<file path="config.mk">
export PLATFORM = sky130hd
export DESIGN_NAME = motor_drive_supervisor_flat
export DESIGN_NICKNAME = d
export VERILOG_FILES = /design/src/rtl/motor_drive_supervisor_pkg.sv /design/src/rtl/motor_drive_supervisor_if.sv /design/src/rtl/motor_drive_supervisor_duty_slew_limiter.sv /design/src/rtl/motor_drive_supervisor.sv /design/src/flat_wrapper.sv
export SDC_FILE = /design/constraint.sdc
export NUM_CORES = 1
export LEC_CHECK = 0
export CAP_MARGIN = 10
export CORE_MARGIN = 2
export CORE_UTILIZATION = 52
export DETAILED_ROUTE_END_ITERATION = 8
export PLACE_DENSITY_LB_ADDON = 0.08
export SLEW_MARGIN = 10
export SYNTH_ARGS = -nofsm -noshare
export SYNTH_HDL_FRONTEND = slang
export SYNTH_SLANG_ARGS = --single-unit
</file>
<file path="constraint.sdc">
create_clock -name i_clk -period 5.4 [get_ports i_clk]
set_input_delay 0.54 -clock i_clk [delete_from_list [all_inputs] [get_ports i_clk]]
set_output_delay 0.54 -clock i_clk [all_outputs]
set_load 0.03 [all_outputs]
</file>
<file path="src/rtl/motor_drive_supervisor_pkg.sv">
// motor_pkg: state encoding and saturating step helper for the motor drive supervisor
package motor_pkg;
  typedef enum logic [2:0] {
    IDLE      = 3'd0,
    RUN       = 3'd1,
    RAMP_DOWN = 3'd2,
    DWELL     = 3'd3,
    BRAKE     = 3'd4,
    FAULT     = 3'd5
  } motor_sup_state_t;
  // Steps cur toward tgt by at most step; distances are compared, so nothing can wrap or overshoot
  function automatic logic [31:0] sat_step(input logic [31:0] cur, input logic [31:0] tgt, input logic [31:0] step);
    return cur < tgt ? (tgt - cur <= step ? tgt : cur + step) : (cur - tgt <= step ? tgt : cur - step);
  endfunction
endpackage

</file>
<file path="src/rtl/motor_drive_supervisor_if.sv">
// motor_drive_supervisor_if: command, parameter and status bundle of the motor drive supervisor
interface motor_drive_supervisor_if #(
  parameter int K_PWMRES = 10,
  parameter int K_SLEW_W = 4,
  parameter int K_TMO_W  = 8
);
  logic                i_tick, i_enable, i_cmd_reverse, i_cmd_brake, i_step, i_fault_clear;
  logic [K_PWMRES-1:0] i_cmd_duty, i_param_pwm_max, i_param_stall_min_duty;
  logic [K_SLEW_W-1:0] i_param_slew;
  logic [K_TMO_W-1:0]  i_param_stall_tmo;
  logic [K_PWMRES-1:0] o_duty;
  logic                o_reverse, o_brake, o_fault, o_at_target;
  logic [2:0]          o_state;
  modport master (
    output i_tick, i_enable, i_cmd_reverse, i_cmd_brake, i_step, i_fault_clear,
    output i_cmd_duty, i_param_pwm_max, i_param_stall_min_duty, i_param_slew, i_param_stall_tmo,
    input  o_duty, o_reverse, o_brake, o_fault, o_at_target, o_state
  );
  modport slave (
    input  i_tick, i_enable, i_cmd_reverse, i_cmd_brake, i_step, i_fault_clear,
    input  i_cmd_duty, i_param_pwm_max, i_param_stall_min_duty, i_param_slew, i_param_stall_tmo,
    output o_duty, o_reverse, o_brake, o_fault, o_at_target, o_state
  );
endinterface

</file>
<file path="src/rtl/motor_drive_supervisor_duty_slew_limiter.sv">
// duty_slew_limiter: registered duty that moves toward target by step on each tick
module duty_slew_limiter import motor_pkg::*; #(
  parameter int K_PWMRES = 10,
  parameter int K_SLEW_W = 4
) (
  input  logic                clk,
  input  logic                rst,
  input  logic                tick,
  input  logic                force_zero,
  input  logic [K_PWMRES-1:0] target,
  input  logic [K_SLEW_W-1:0] step,
  output logic [K_PWMRES-1:0] duty,
  output logic [K_PWMRES-1:0] duty_nxt
);
  always_comb duty_nxt = force_zero ? '0 : tick ? K_PWMRES'(sat_step(32'(duty), 32'(target), 32'(step))) : duty;
  always_ff @(posedge clk or posedge rst)
    if (rst) duty <= '0;
    else duty <= duty_nxt;
endmodule

</file>
<file path="src/rtl/motor_drive_supervisor.sv">
// motor_drive_supervisor: slew-limited duty, sequenced reversal, brake and stall fault supervision
module motor_drive_supervisor import motor_pkg::*; #(
  parameter int K_PWMRES      = 10,
  parameter int K_SLEW_W      = 4,
  parameter int K_TMO_W       = 8,
  parameter int K_DWELL_TICKS = 16
) (
  input logic i_clk,
  input logic i_rst,
  motor_drive_supervisor_if.slave bus
);
  localparam int DW = $clog2(K_DWELL_TICKS + 1);
  motor_sup_state_t state, state_n;
  logic [K_PWMRES-1:0] tgt, duty, duty_nxt;
  logic [K_TMO_W-1:0] stall_cnt;
  logic [DW-1:0] dwell_cnt;
  logic rev, brk, flt, at_tgt, rev_req, stalled, flip, ramp, ramp_n;
  assign tgt = bus.i_cmd_duty < bus.i_param_pwm_max ? bus.i_cmd_duty : bus.i_param_pwm_max;
  assign rev_req = bus.i_cmd_reverse != rev;
  assign stalled = state == RUN && bus.i_param_stall_tmo != '0 && stall_cnt == bus.i_param_stall_tmo;
  assign flip = state == DWELL && bus.i_tick && dwell_cnt == DW'(K_DWELL_TICKS - 1);
  assign ramp = state inside {RUN, RAMP_DOWN};
  assign ramp_n = state_n inside {RUN, RAMP_DOWN};
  always_comb begin
    state_n = state;
    if (state == FAULT) state_n = bus.i_fault_clear ? IDLE : FAULT;
    else if (stalled) state_n = FAULT;
    else if (bus.i_cmd_brake) state_n = BRAKE;
    else if (state == BRAKE || !bus.i_enable) state_n = IDLE;
    else case (state)
      IDLE:      state_n = RUN;
      RUN:       state_n = rev_req ? RAMP_DOWN : RUN;
      RAMP_DOWN: state_n = !rev_req ? RUN : duty == '0 ? DWELL : RAMP_DOWN;
      DWELL:     state_n = (!rev_req || flip) ? RUN : DWELL;
      default:   state_n = IDLE;
    endcase
  end
  // Duty only moves while ramping now and next; every other path lands at zero
  duty_slew_limiter #(.K_PWMRES(K_PWMRES), .K_SLEW_W(K_SLEW_W)) u_slew (
    .clk(i_clk), .rst(i_rst), .tick(bus.i_tick), .force_zero(!ramp || !ramp_n),
    .target(state == RAMP_DOWN ? '0 : tgt), .step(bus.i_param_slew),
    .duty(duty), .duty_nxt(duty_nxt)
  );
  always_ff @(posedge i_clk or posedge i_rst)
    if (i_rst) begin
      state     <= IDLE;
      rev       <= 1'b0;
      brk       <= 1'b0;
      flt       <= 1'b0;
      at_tgt    <= 1'b0;
      stall_cnt <= '0;
      dwell_cnt <= '0;
    end else begin
      state     <= state_n;
      rev       <= state == IDLE ? bus.i_cmd_reverse : (flip && rev_req && state_n == RUN) ? ~rev : rev;
      brk       <= state_n == BRAKE;
      flt       <= state_n == FAULT;
      at_tgt    <= state_n == RUN && duty_nxt == tgt;
      stall_cnt <= (state != RUN || state_n != RUN || bus.i_step || duty < bus.i_param_stall_min_duty) ? '0 :
                   (bus.i_tick && stall_cnt != '1) ? stall_cnt + K_TMO_W'(1) : stall_cnt;
      dwell_cnt <= (state == DWELL && state_n == DWELL) ? dwell_cnt + DW'(bus.i_tick) : '0;
    end
  assign bus.o_duty      = duty;
  assign bus.o_reverse   = rev;
  assign bus.o_brake     = brk;
  assign bus.o_fault     = flt;
  assign bus.o_at_target = at_tgt;
  assign bus.o_state     = state;
endmodule

</file>
<file path="src/flat_wrapper.sv">
// flat-port wrapper written by rule: the top's interface ports become plain ports
module motor_drive_supervisor_flat import motor_pkg::*;
#(
  parameter int K_PWMRES      = 10,
  parameter int K_SLEW_W      = 4,
  parameter int K_TMO_W       = 8,
  parameter int K_DWELL_TICKS = 16
)
  (i_clk, i_rst, bus_i_tick, bus_i_enable, bus_i_cmd_reverse, bus_i_cmd_brake, bus_i_step, bus_i_fault_clear, bus_i_cmd_duty, bus_i_param_pwm_max, bus_i_param_stall_min_duty, bus_i_param_slew, bus_i_param_stall_tmo, bus_o_duty, bus_o_reverse, bus_o_brake, bus_o_fault, bus_o_at_target, bus_o_state);
  motor_drive_supervisor_if #(.K_PWMRES(K_PWMRES), .K_SLEW_W(K_SLEW_W), .K_TMO_W(K_TMO_W)) bus_i ();
  input logic i_clk;
  input logic i_rst;
  input wire logic [$bits(bus_i.i_tick)-1:0] bus_i_tick;
  input wire logic [$bits(bus_i.i_enable)-1:0] bus_i_enable;
  input wire logic [$bits(bus_i.i_cmd_reverse)-1:0] bus_i_cmd_reverse;
  input wire logic [$bits(bus_i.i_cmd_brake)-1:0] bus_i_cmd_brake;
  input wire logic [$bits(bus_i.i_step)-1:0] bus_i_step;
  input wire logic [$bits(bus_i.i_fault_clear)-1:0] bus_i_fault_clear;
  input wire logic [$bits(bus_i.i_cmd_duty)-1:0] bus_i_cmd_duty;
  input wire logic [$bits(bus_i.i_param_pwm_max)-1:0] bus_i_param_pwm_max;
  input wire logic [$bits(bus_i.i_param_stall_min_duty)-1:0] bus_i_param_stall_min_duty;
  input wire logic [$bits(bus_i.i_param_slew)-1:0] bus_i_param_slew;
  input wire logic [$bits(bus_i.i_param_stall_tmo)-1:0] bus_i_param_stall_tmo;
  output wire logic [$bits(bus_i.o_duty)-1:0] bus_o_duty;
  output wire logic [$bits(bus_i.o_reverse)-1:0] bus_o_reverse;
  output wire logic [$bits(bus_i.o_brake)-1:0] bus_o_brake;
  output wire logic [$bits(bus_i.o_fault)-1:0] bus_o_fault;
  output wire logic [$bits(bus_i.o_at_target)-1:0] bus_o_at_target;
  output wire logic [$bits(bus_i.o_state)-1:0] bus_o_state;
  assign bus_i.i_tick = bus_i_tick;
  assign bus_i.i_enable = bus_i_enable;
  assign bus_i.i_cmd_reverse = bus_i_cmd_reverse;
  assign bus_i.i_cmd_brake = bus_i_cmd_brake;
  assign bus_i.i_step = bus_i_step;
  assign bus_i.i_fault_clear = bus_i_fault_clear;
  assign bus_i.i_cmd_duty = bus_i_cmd_duty;
  assign bus_i.i_param_pwm_max = bus_i_param_pwm_max;
  assign bus_i.i_param_stall_min_duty = bus_i_param_stall_min_duty;
  assign bus_i.i_param_slew = bus_i_param_slew;
  assign bus_i.i_param_stall_tmo = bus_i_param_stall_tmo;
  assign bus_o_duty = bus_i.o_duty;
  assign bus_o_reverse = bus_i.o_reverse;
  assign bus_o_brake = bus_i.o_brake;
  assign bus_o_fault = bus_i.o_fault;
  assign bus_o_at_target = bus_i.o_at_target;
  assign bus_o_state = bus_i.o_state;
  motor_drive_supervisor #(.K_PWMRES(K_PWMRES), .K_SLEW_W(K_SLEW_W), .K_TMO_W(K_TMO_W), .K_DWELL_TICKS(K_DWELL_TICKS)) u_core (.i_clk(i_clk), .i_rst(i_rst), .bus(bus_i));
endmodule
</file>
==> results.toml, run 1 <==
[synthesis]
synthAdderAreaFrac = 0.143
ys_async_sr_fraction = 1.00
synth.cell_area_um2 = 5050
synth_seq_cells = 30
synth.distinct_cells = 80
synth_cells = 697
synth_compound_area_frac = 0.309
synthSimpleGateAreaFrac = 0.259
synth.top_cell.area_share = 0.149
synthXorXnorAreaFrac = 0.0590
synth_edf_count = 0
synthTopCellsByCount = "nor2_1 (76), a21oi_1 (66), nand2_1 (54)"
ys_warn_count = 0
synth_mux_area_frac = 0.0163
yosysMostFrequentCell = "nor2_1"
ys.flop_type = "dfrtp_1"
synth_top_family_by_area = "compound AO/OA/AOI/OAI gates"
yosys.area.top_type = "dfrtp_1"
avgSynthCellArea_um2 = 7.25
ys_seq_area_frac = 0.149
yosys-top-cells-area = "dfrtp_1 (15%), ha_1 (13%), a21oi_1 (6.5%), nor2_1 (5.6%), nand2_1 (4.0%)"
syn_nets = 803

[floorplan]
die_x_um = 103
ioPinCount = 67
initial_core_util = 0.542
die_y_um = 103
num_rows = 35
core_area_um2 = 9330
dieArea_um2 = 10500

[clocking]
clk_path_buf_depth = 2
clock_sinks = 30
clock_latency_ns = 0.30
cts_max_level = 2
cts_hold_buf = 0
clk_pin_slew_ns = 0.08
cts_tree = "yes"
root_buffer = "clkbuf_8"
numCtsBuffers = 5

[critical_path]
cp_max_fo = 4
rr_startpoint = "u_core.bus.o_state[2]"
start_kind = "input pin"
startpoint = "bus_i_cmd_duty[7]"
critPathTopFamily = "compound AO/OA/AOI/OAI gates"
required_ns = 5.61
cp.arrival_ns = 6.02
worst-setup-path-type = "in -> reg"
cpMostUsedCell = "buf_4"
cp-end-kind = "register"
slowest_delay_ns = 0.55
slowest_stage = "or4_4"
worstPathBufferInverterCount = 7

[layout]
num_antenna_cells = 0
multiInputGateArea_um2 = 4350
fillCellCount = 625
nNetsFinal = 1023
regArea_um2 = 751
final_area_um2 = 7590
layout-area-overhead-vs-synth_pct = 50.3
drive_gt1_frac = 0.291
layout.cells.non_filler = 1047

[placement]
gp_congestion = 1.02
post-place-ws_ns = -1.29
placed_cell_area_um2 = 7070
io_buffers = 66
dp.cells = 1018
hpwl_mm = 16.7

[outcome]
violations = "setup timing"
status = "finished with violations"

[timing]
tns_ns = -0.418
relSlewSlack = 0.564
hold_viol_final = 0
drv_slew = 0
finalCritPeriodShare = 1.08
min_period_ns = 5.82
rsz0062_at_grt = "yes"
setup_ws_ns = -0.418
fmax_ghz = 0.172
whs_ns = 0.514
tightest_slew_ns = 0.654
clock_skew_ns = 0.00819
setup_viol = 1

[power_and_ir_drop]
vdd_drop_max_uv = 142
powerDensity_nw_per_um2 = 156
p_leak_nw = 3.50

[routing]
via_per_inst = 6.45
firstDrtPassIters = 5
ant_nets = 0
drc = 0
routedWlPerCell_um = 21.1
drt_wl_total_mm = 22.0
drt_iter0_drc = 732
route.vias.total = 6754

[min_path]
min_path_type = "in -> async"

[global_route]
grt_pass1_wl_mm = 33.3
grt_max_degree = 36
antenna_found_initial = 0
grt.overflow.total = 0
grt_use_total = 0.416
grt_pass1_vias = 6530

[run]
max-cap-violations = 0
[cell type report]
| type | instances | share of cell area |
|---|---|---|
| inverters | 51 | 0.0285 |
| flip-flops and latches | 30 | 0.0989 |
| clock buffers | 5 | 0.00906 |
| well taps | 129 | 0.0213 |
| repair buffers | 244 | 0.267 |
| multi-input cells | 585 | 0.573 |
| clock inverters | 3 | 0.00280 |
[power by group]
part           total (mW)  switching [mW]  internal (mW)
sequential          0.231         0.00301          0.228
clock               0.203           0.112         0.0907
combinational       0.753           0.393          0.359
[metrics by stage]
step	util	total power [mW]
final	0.814	1.19
after global routing	0.814	1.24
after CTS	0.798	1.13
after detailed placement	0.758	0.902
after global placement	0.758	0.885
after floorplan	-	0.592
[metal layers]
layer | GRT usage | share of wire | up-vias
met5 | 0 | 0 | -
met4 | 0.246 | 0.066 | 0
met3 | 0.0814 | 0.10 | 121
met2 | 0.680 | 0.45 | 503
met1 | 0.508 | 0.38 | 3092
li1 | - | - | 3038
[what timing repair did]
| item | 4_1_cts | 5_1_grt |
|---|---|---|
| gates resized for setup | 93 | 26 |
| setup buffers | 17 | 4 |
| hold endpoints to repair | 0 | 0 |
| setup endpoints to repair | 11 | 11 |
| pin swaps | 33 | 20 |
[sequential cells by signal (all words and copies together) (netlist names)]
name and count:
u_core.bus.o_state 3, u_core.stall_cnt 8, u_core.bus.o_brake 1, u_core.u_slew.duty 10, u_core.bus.o_reverse 1, u_core.bus.o_fault 1, u_core.bus.o_at_target 1, u_core.dwell_cnt 5
[layout by cell type (no fill, tap or decap), types with 5 or more instances in the layout]
cell type,count
or3_1,8
o21bai_1,5
inv_2,5
nand3_1,29
a21o_1,21
clkdlybuf4s50_1,46
o211ai_1,5
nand2_1,54
xor2_1,12
nor4_1,7
o21ai_1,5
nand4_1,11
a221oi_1,5
nor2b_1,9
ha_4,11
o21ai_0,26
o22ai_1,5
a21oi_1,60
and3_1,10
buf_4,173
clkbuf_8,5
a31oi_1,6
nor2_1,72
a221oi_2,5
o21a_1,6
nor3_1,15
mux2i_1,6
a211o_1,5
buf_6,11
xnor2_1,22
ha_1,40
dlygate4sd2_1,8
dfrtp_1,30
a21oi_2,6
inv_1,41
nand2b_1,6
a211oi_1,11
[worst paths after layout]
kind | slack, ns | endpoint | depth (start not counted)
max in group asynchronous | 4.21 | u_core.bus.o_state[1] | 3
worst min register to register | 0.56 | u_core.bus.o_reverse | 1
min in group i_clk | 0.56 | u_core.bus.o_reverse | 1
worst max-delay path | -0.42 | u_core.bus.o_at_target | 25
worst max register to register | 0.08 | u_core.bus.o_at_target | 20
worst min-delay path | 0.51 | u_core.stall_cnt[4] | 2
[kinds of logic after synthesis]
kind of cell | count (synthesis)
buffers and inverters | 82
xor gates and xnor gates | 34
muxes | 8
adders and majority gates | 56
DFF | 30
and+or+nand+nor | 260
AOI/OAI and AO/OA | 227
(Power assumes the default switching activity.)
==> inputs of run 2 (changes only) <==
--- a/config.mk
+++ b/config.mk
@@ -7,8 +7,9 @@
 export LEC_CHECK = 0
 export CAP_MARGIN = 10
 export CORE_MARGIN = 2
-export CORE_UTILIZATION = 52
+export CORE_UTILIZATION = 60
 export DETAILED_ROUTE_END_ITERATION = 8
+export DONT_BUFFER_PORTS = 1
 export PLACE_DENSITY_LB_ADDON = 0.08
 export SLEW_MARGIN = 10
 export SYNTH_ARGS = -nofsm -noshare
==> results.toml, run 2 (same netlist as run 1, synthesis figures left out) <==
[outcome]
status = "finished with violations"
violations = "DRC, setup timing"

[layout]
layout-area-overhead-vs-synth_pct = 27.5
reg_top3 = "u_core.u_slew.duty (10), u_core.stall_cnt (8), u_core.dwell_cnt (5)"
regMostFlops = "u_core.u_slew.duty"
final_area_um2 = 6440
layout_commonest_cell = "buf_4"
mostFrequentLayoutCells = "buf_4 (133), nor2_1 (73), a21oi_1 (62)"
fillCellCount = 602
drive_gt1_frac = 0.238
largest_register_ffs = 10
nNetsFinal = 916
num_antenna_cells = 0

[global_route]
grt_pass1_vias = 6024
grt_pass1_wl_mm = 30.6
grt_max_degree = 37
antenna_found_initial = 0
grt.overflow.total = 0
grt_use_total = 0.434

[timing]
clock_skew_ns = 0.0110
drv_slew = 0
hold_viol_final = 0
min_period_ns = 5.55
relSlewSlack = 0.552
setup_ws_ns = -0.146
setup_viol = 1
finalCritPeriodShare = 1.03
rsz0062_at_grt = "yes"
fmax_ghz = 0.180
tightest_slew_ns = 0.672

[clocking]
cts_tree = "yes"
clk_path_buf_depth = 2
clock_latency_ns = 0.30
numCtsBuffers = 5
cts_max_level = 2
clock_sinks = 30
clk_pin_slew_ns = 0.08
cts_hold_buf = 0
root_buffer = "clkbuf_8"

[critical_path]
start_kind = "input pin"
worst-setup-path-type = "in -> reg"
required_ns = 5.61
cp-end-kind = "register"
slowest_stage = "or4_4"
cpMostUsedCell = "buf_4"
slowest_delay_ns = 0.48
cp_max_fo = 11
cp.arrival_ns = 5.76

[power_and_ir_drop]
powerDensity_nw_per_um2 = 166
p_leak_nw = 3.01
vdd_drop_max_uv = 120

[min_path]
min_path_type = "in -> async"

[floorplan]
num_rows = 33
ioPinCount = 67
core_area_um2 = 8180
initial_core_util = 0.618
die_x_um = 95.8
die_y_um = 95.8
dieArea_um2 = 9170

[placement]
io_buffers = 0
post-place-ws_ns = -0.696
gp_congestion = 1.05
placed_cell_area_um2 = 6210
hpwl_mm = 15.5

[routing]
firstDrtPassIters = 8
route.vias.total = 6244
ant_nets = 0
via_per_inst = 6.82
routedWlPerCell_um = 21.3
drt_wl_total_mm = 19.5
drt_iter0_drc = 707
drc = 1

[run]
max-cap-violations = 0
## run 2: cell types whose count changed in the layout (fill, tap and decap cells not counted), moves of 3 or more
cell and delta:
a21oi_2 -3, buf_4 -40, buf_6 -9, clkdlybuf4s50_1 -46, dlygate4sd2_1 -8, ha_1 +7, ha_4 -6, inv_1 +5
inv_2 -5
## run 2: final timing paths
check / start / slack [ns] / end / cells after the start
max reg2reg: u_core.bus.o_state[2] / 0.36 / u_core.bus.o_at_target / 19
min reg2reg: u_core.dwell_cnt[4] / 0.56 / u_core.dwell_cnt[4] / 2
max in group asynchronous: i_rst / 4.89 / u_core.stall_cnt[0] / 2
max: bus_i_param_pwm_max[9] / -0.15 / u_core.bus.o_at_target / 25
min in group i_clk: bus_i_tick / 0.36 / u_core.u_slew.duty[5] / 1
min: i_rst / 0.22 / u_core.stall_cnt[3] / 2
## run 2: metal layers
| layer | GRT usage | up-vias | share of wire |
|---|---|---|---|
| met5 | 0 | - | 0 |
| met1 | 0.518 | 2900 | 0.37 |
| met4 | 0.229 | 0 | 0.061 |
| met3 | 0.106 | 116 | 0.10 |
| met2 | 0.719 | 406 | 0.47 |
| li1 | - | 2822 | - |
## run 2: through the flow
stage | setup TNS, ns | power (mW) | utilization | instances | hold slack, ns
4_1_cts | -0.118 | 1.03 | 0.774 | 911 | 0.240
3_5_place_dp | -1.88 | 0.825 | 0.759 | 903 | 0.531
3_3_place_gp | -0.723 | 0.805 | 0.759 | 903 | 0.518
5_1_grt | -0.482 | 1.12 | 0.788 | 916 | 0.257
6_report | -0.146 | 1.07 | 0.788 | 916 | 0.219
2_1_floorplan | -0.297 | 0.592 | - | 697 | 0.496
## run 2: worst max-delay path, delay by kind of cell
kind	cells	cell delay (ns)
compound gates	9	1.97
fa+ha+maj	2	0.50
buf+inv	5	0.75
simple gates	9	2.00
## run 2: what timing repair did
| item | CTS | global route |
|---|---|---|
| setup buffers | 0 | 4 |
| cloned | 0 | 1 |
| pin swaps | 2 | 6 |
| endpoints found under the setup margin | 3 | 5 |
| resized for setup | 7 | 18 |
## run 2: power breakdown
group          leakage, nW  switching, mW  internal [mW]
registers            0.412        0.00783          0.228
clock network       0.0472          0.105          0.103
logic                 2.55          0.341          0.286
## run 2: layout make-up
type / instances / area (um2) / share of cell area
repair buffers: 137 / 1050 / 0.162
flip-flops and latches: 30 / 751 / 0.117
inverters: 51 / 216 / 0.0336
well taps: 105 / 131 / 0.0204
multi-input cells: 585 / 4200 / 0.652
clock buffers: 6 / 82.6 / 0.0128
clock inverters: 2 / 12.5 / 0.00194
==> inputs of run 3 (changes only) <==
--- a/config.mk
+++ b/config.mk
@@ -6,12 +6,12 @@
 export NUM_CORES = 1
 export LEC_CHECK = 0
 export CAP_MARGIN = 10
+export CORE_ASPECT_RATIO = 1.75
 export CORE_MARGIN = 2
 export CORE_UTILIZATION = 60
 export DETAILED_ROUTE_END_ITERATION = 8
 export DONT_BUFFER_PORTS = 1
 export PLACE_DENSITY_LB_ADDON = 0.08
-export SLEW_MARGIN = 10
 export SYNTH_ARGS = -nofsm -noshare
 export SYNTH_HDL_FRONTEND = slang
 export SYNTH_SLANG_ARGS = --single-unit
==> results.toml, run 3 (same netlist as run 1, synthesis figures left out) <==
[outcome]
status = "finished with violations"
violations = "setup timing"

[floorplan]
ioPinCount = 67
dieArea_um2 = 9200
die_x_um = 73.4
core_area_um2 = 8260
num_rows = 44
initial_core_util = 0.612
die_y_um = 125

[critical_path]
required_ns = 5.60
start_kind = "input pin"
cp_max_fo = 6
worst-setup-path-type = "in -> reg"
cp-end-kind = "register"
cp.arrival_ns = 5.84

[global_route]
grt_pass1_vias = 6242
grt_max_degree = 37
grt_use_total = 0.449
grt_pass1_wl_mm = 31.8
grt.overflow.total = 0
antenna_found_initial = 0

[clocking]
numCtsBuffers = 5
clock_latency_ns = 0.29
root_buffer = "clkbuf_16"
clk_path_buf_depth = 2
cts_max_level = 2
clock_sinks = 30
clk_pin_slew_ns = 0.06
cts_tree = "yes"

[timing]
drv_slew = 0
hold_viol_final = 0
setup_ws_ns = -0.239
setup_viol = 1
whs_ns = 0.222
tightest_slew_ns = 0.949
finalCritPeriodShare = 1.04
rsz0062_at_grt = "yes"
fmax_ghz = 0.177
clock_skew_ns = 0.00857
relSlewSlack = 0.360
min_period_ns = 5.64

[layout]
regMostFlops = "u_core.u_slew.duty"
largest_register_ffs = 10
utilization = 0.774
mostFrequentLayoutCells = "buf_4 (127), nor2_1 (73), a21oi_1 (63)"
layout-area-overhead-vs-synth_pct = 26.6
reg_top3 = "u_core.u_slew.duty (10), u_core.stall_cnt (8), u_core.dwell_cnt (5)"
num_antenna_cells = 0
drive_gt1_frac = 0.223
layout.cells.non_filler = 894
nNetsFinal = 907
layout_commonest_cell = "buf_4"

[routing]
firstDrtPassIters = 8
route.vias.total = 6179
drc = 0
ant_nets = 0
routedWlPerCell_um = 22.9
drt_iter0_drc = 601
via_per_inst = 6.91
drt_wl_total_mm = 20.5

[placement]
hpwl_mm = 15.8
gp_congestion = 1.06
post-place-ws_ns = -0.450
dp.cells = 884
io_buffers = 0

[min_path]
min_path_type = "in -> async"

[power_and_ir_drop]
p_leak_nw = 2.99
vdd_drop_max_uv = 236
powerDensity_nw_per_um2 = 179

[run]
max-cap-violations = 0
## run 3: changes by cell type in the layout (fill, tap and decap cells not counted), moves of 2 or more
cell / previous run / this run
a211oi_2: 0 / 2
a221oi_2: 5 / 3
buf_4: 133 / 127
buf_6: 2 / 0
clkbuf_16: 0 / 5
clkbuf_8: 6 / 1
nor2_2: 0 / 2
nor2_4: 3 / 1
## run 3: per-layer routing
| metal | GRT usage | part of all wire |
|---|---|---|
| met5 | 0 | 0 |
| met4 | 0.396 | 0.11 |
| met3 | 0.0814 | 0.076 |
| met2 | 0.736 | 0.48 |
| met1 | 0.470 | 0.33 |
## run 3: report_power, final
group          internal [mW]  leakage, nW  total [mW]  switching (mW)
registers              0.229        0.412       0.237         0.00800
logic                  0.279         2.50       0.616           0.337
clock network          0.183       0.0739       0.293           0.110
## run 3: worst max-delay path, cell delays in order
cell     delay [ns]
inv_4          0.02
ha_4           0.25
nand4_1        0.20
buf_4          0.22
o31ai_4        0.27
nor2_4         0.10
nor2_2         0.13
a21oi_2        0.05
or2_4          0.25
ha_4           0.24
nor2b_4        0.13
a21oi_1        0.22
o21ai_1        0.09
a21oi_1        0.17
xnor2_1        0.09
ha_1           0.34
nand2_1        0.09
o21ai_2        0.21
a21oi_1        0.10
and4_1         0.19
o22ai_2        0.22
nor4_4         0.08
buf_4          0.17
or3_1          0.35
a32o_1         0.30
mux2i_1        0.13
or4_1          0.54
nor4_2         0.14
## run 3: worst paths after layout
| check | start | endpoint | depth (start not counted) | slack, ns |
|---|---|---|---|---|
| setup / recovery | bus_i_param_pwm_max[9] | u_core.bus.o_at_target | 28 | -0.24 |
| hold / removal | i_rst | u_core.bus.o_fault | 2 | 0.22 |
| setup reg to reg | u_core.bus.o_state[1] | u_core.bus.o_at_target | 21 | 0.07 |
| hold reg to reg | u_core.dwell_cnt[4] | u_core.dwell_cnt[4] | 2 | 0.58 |
| max in group asynchronous | i_rst | u_core.dwell_cnt[0] | 2 | 4.88 |
| min in group i_clk | bus_i_tick | u_core.u_slew.duty[5] | 1 | 0.38 |
## run 3: repair_timing
item	in CTS	in global routing
buffers inserted	0	2
hold buffers	0	0
endpoints found under the setup margin	1	7
resized for setup	3	13
pin swaps	0	11
endpoints found under the hold margin	0	0
cloned	0	0
## run 3: final cells by class
type	count	area, um2
Multi-Input combinational cell	585	4190
Fill cell	600	1860
Timing Repair Buffer	128	973
Sequential cell	30	751
Inverter	51	216
Clock buffer	7	143
Tap cell	92	115
Clock inverter	1	5.00
## run 3: stage by stage
stage,power [mW],setup TNS [ns],area (um2)
6_report,1.15,-0.239,6390
5_1_grt,1.20,-0.841,6390
4_1_cts,1.11,-0.113,6310
3_5_place_dp,0.821,-0.667,6150
3_3_place_gp,0.807,-0.376,6150
2_1_floorplan,0.592,-0.297,5220
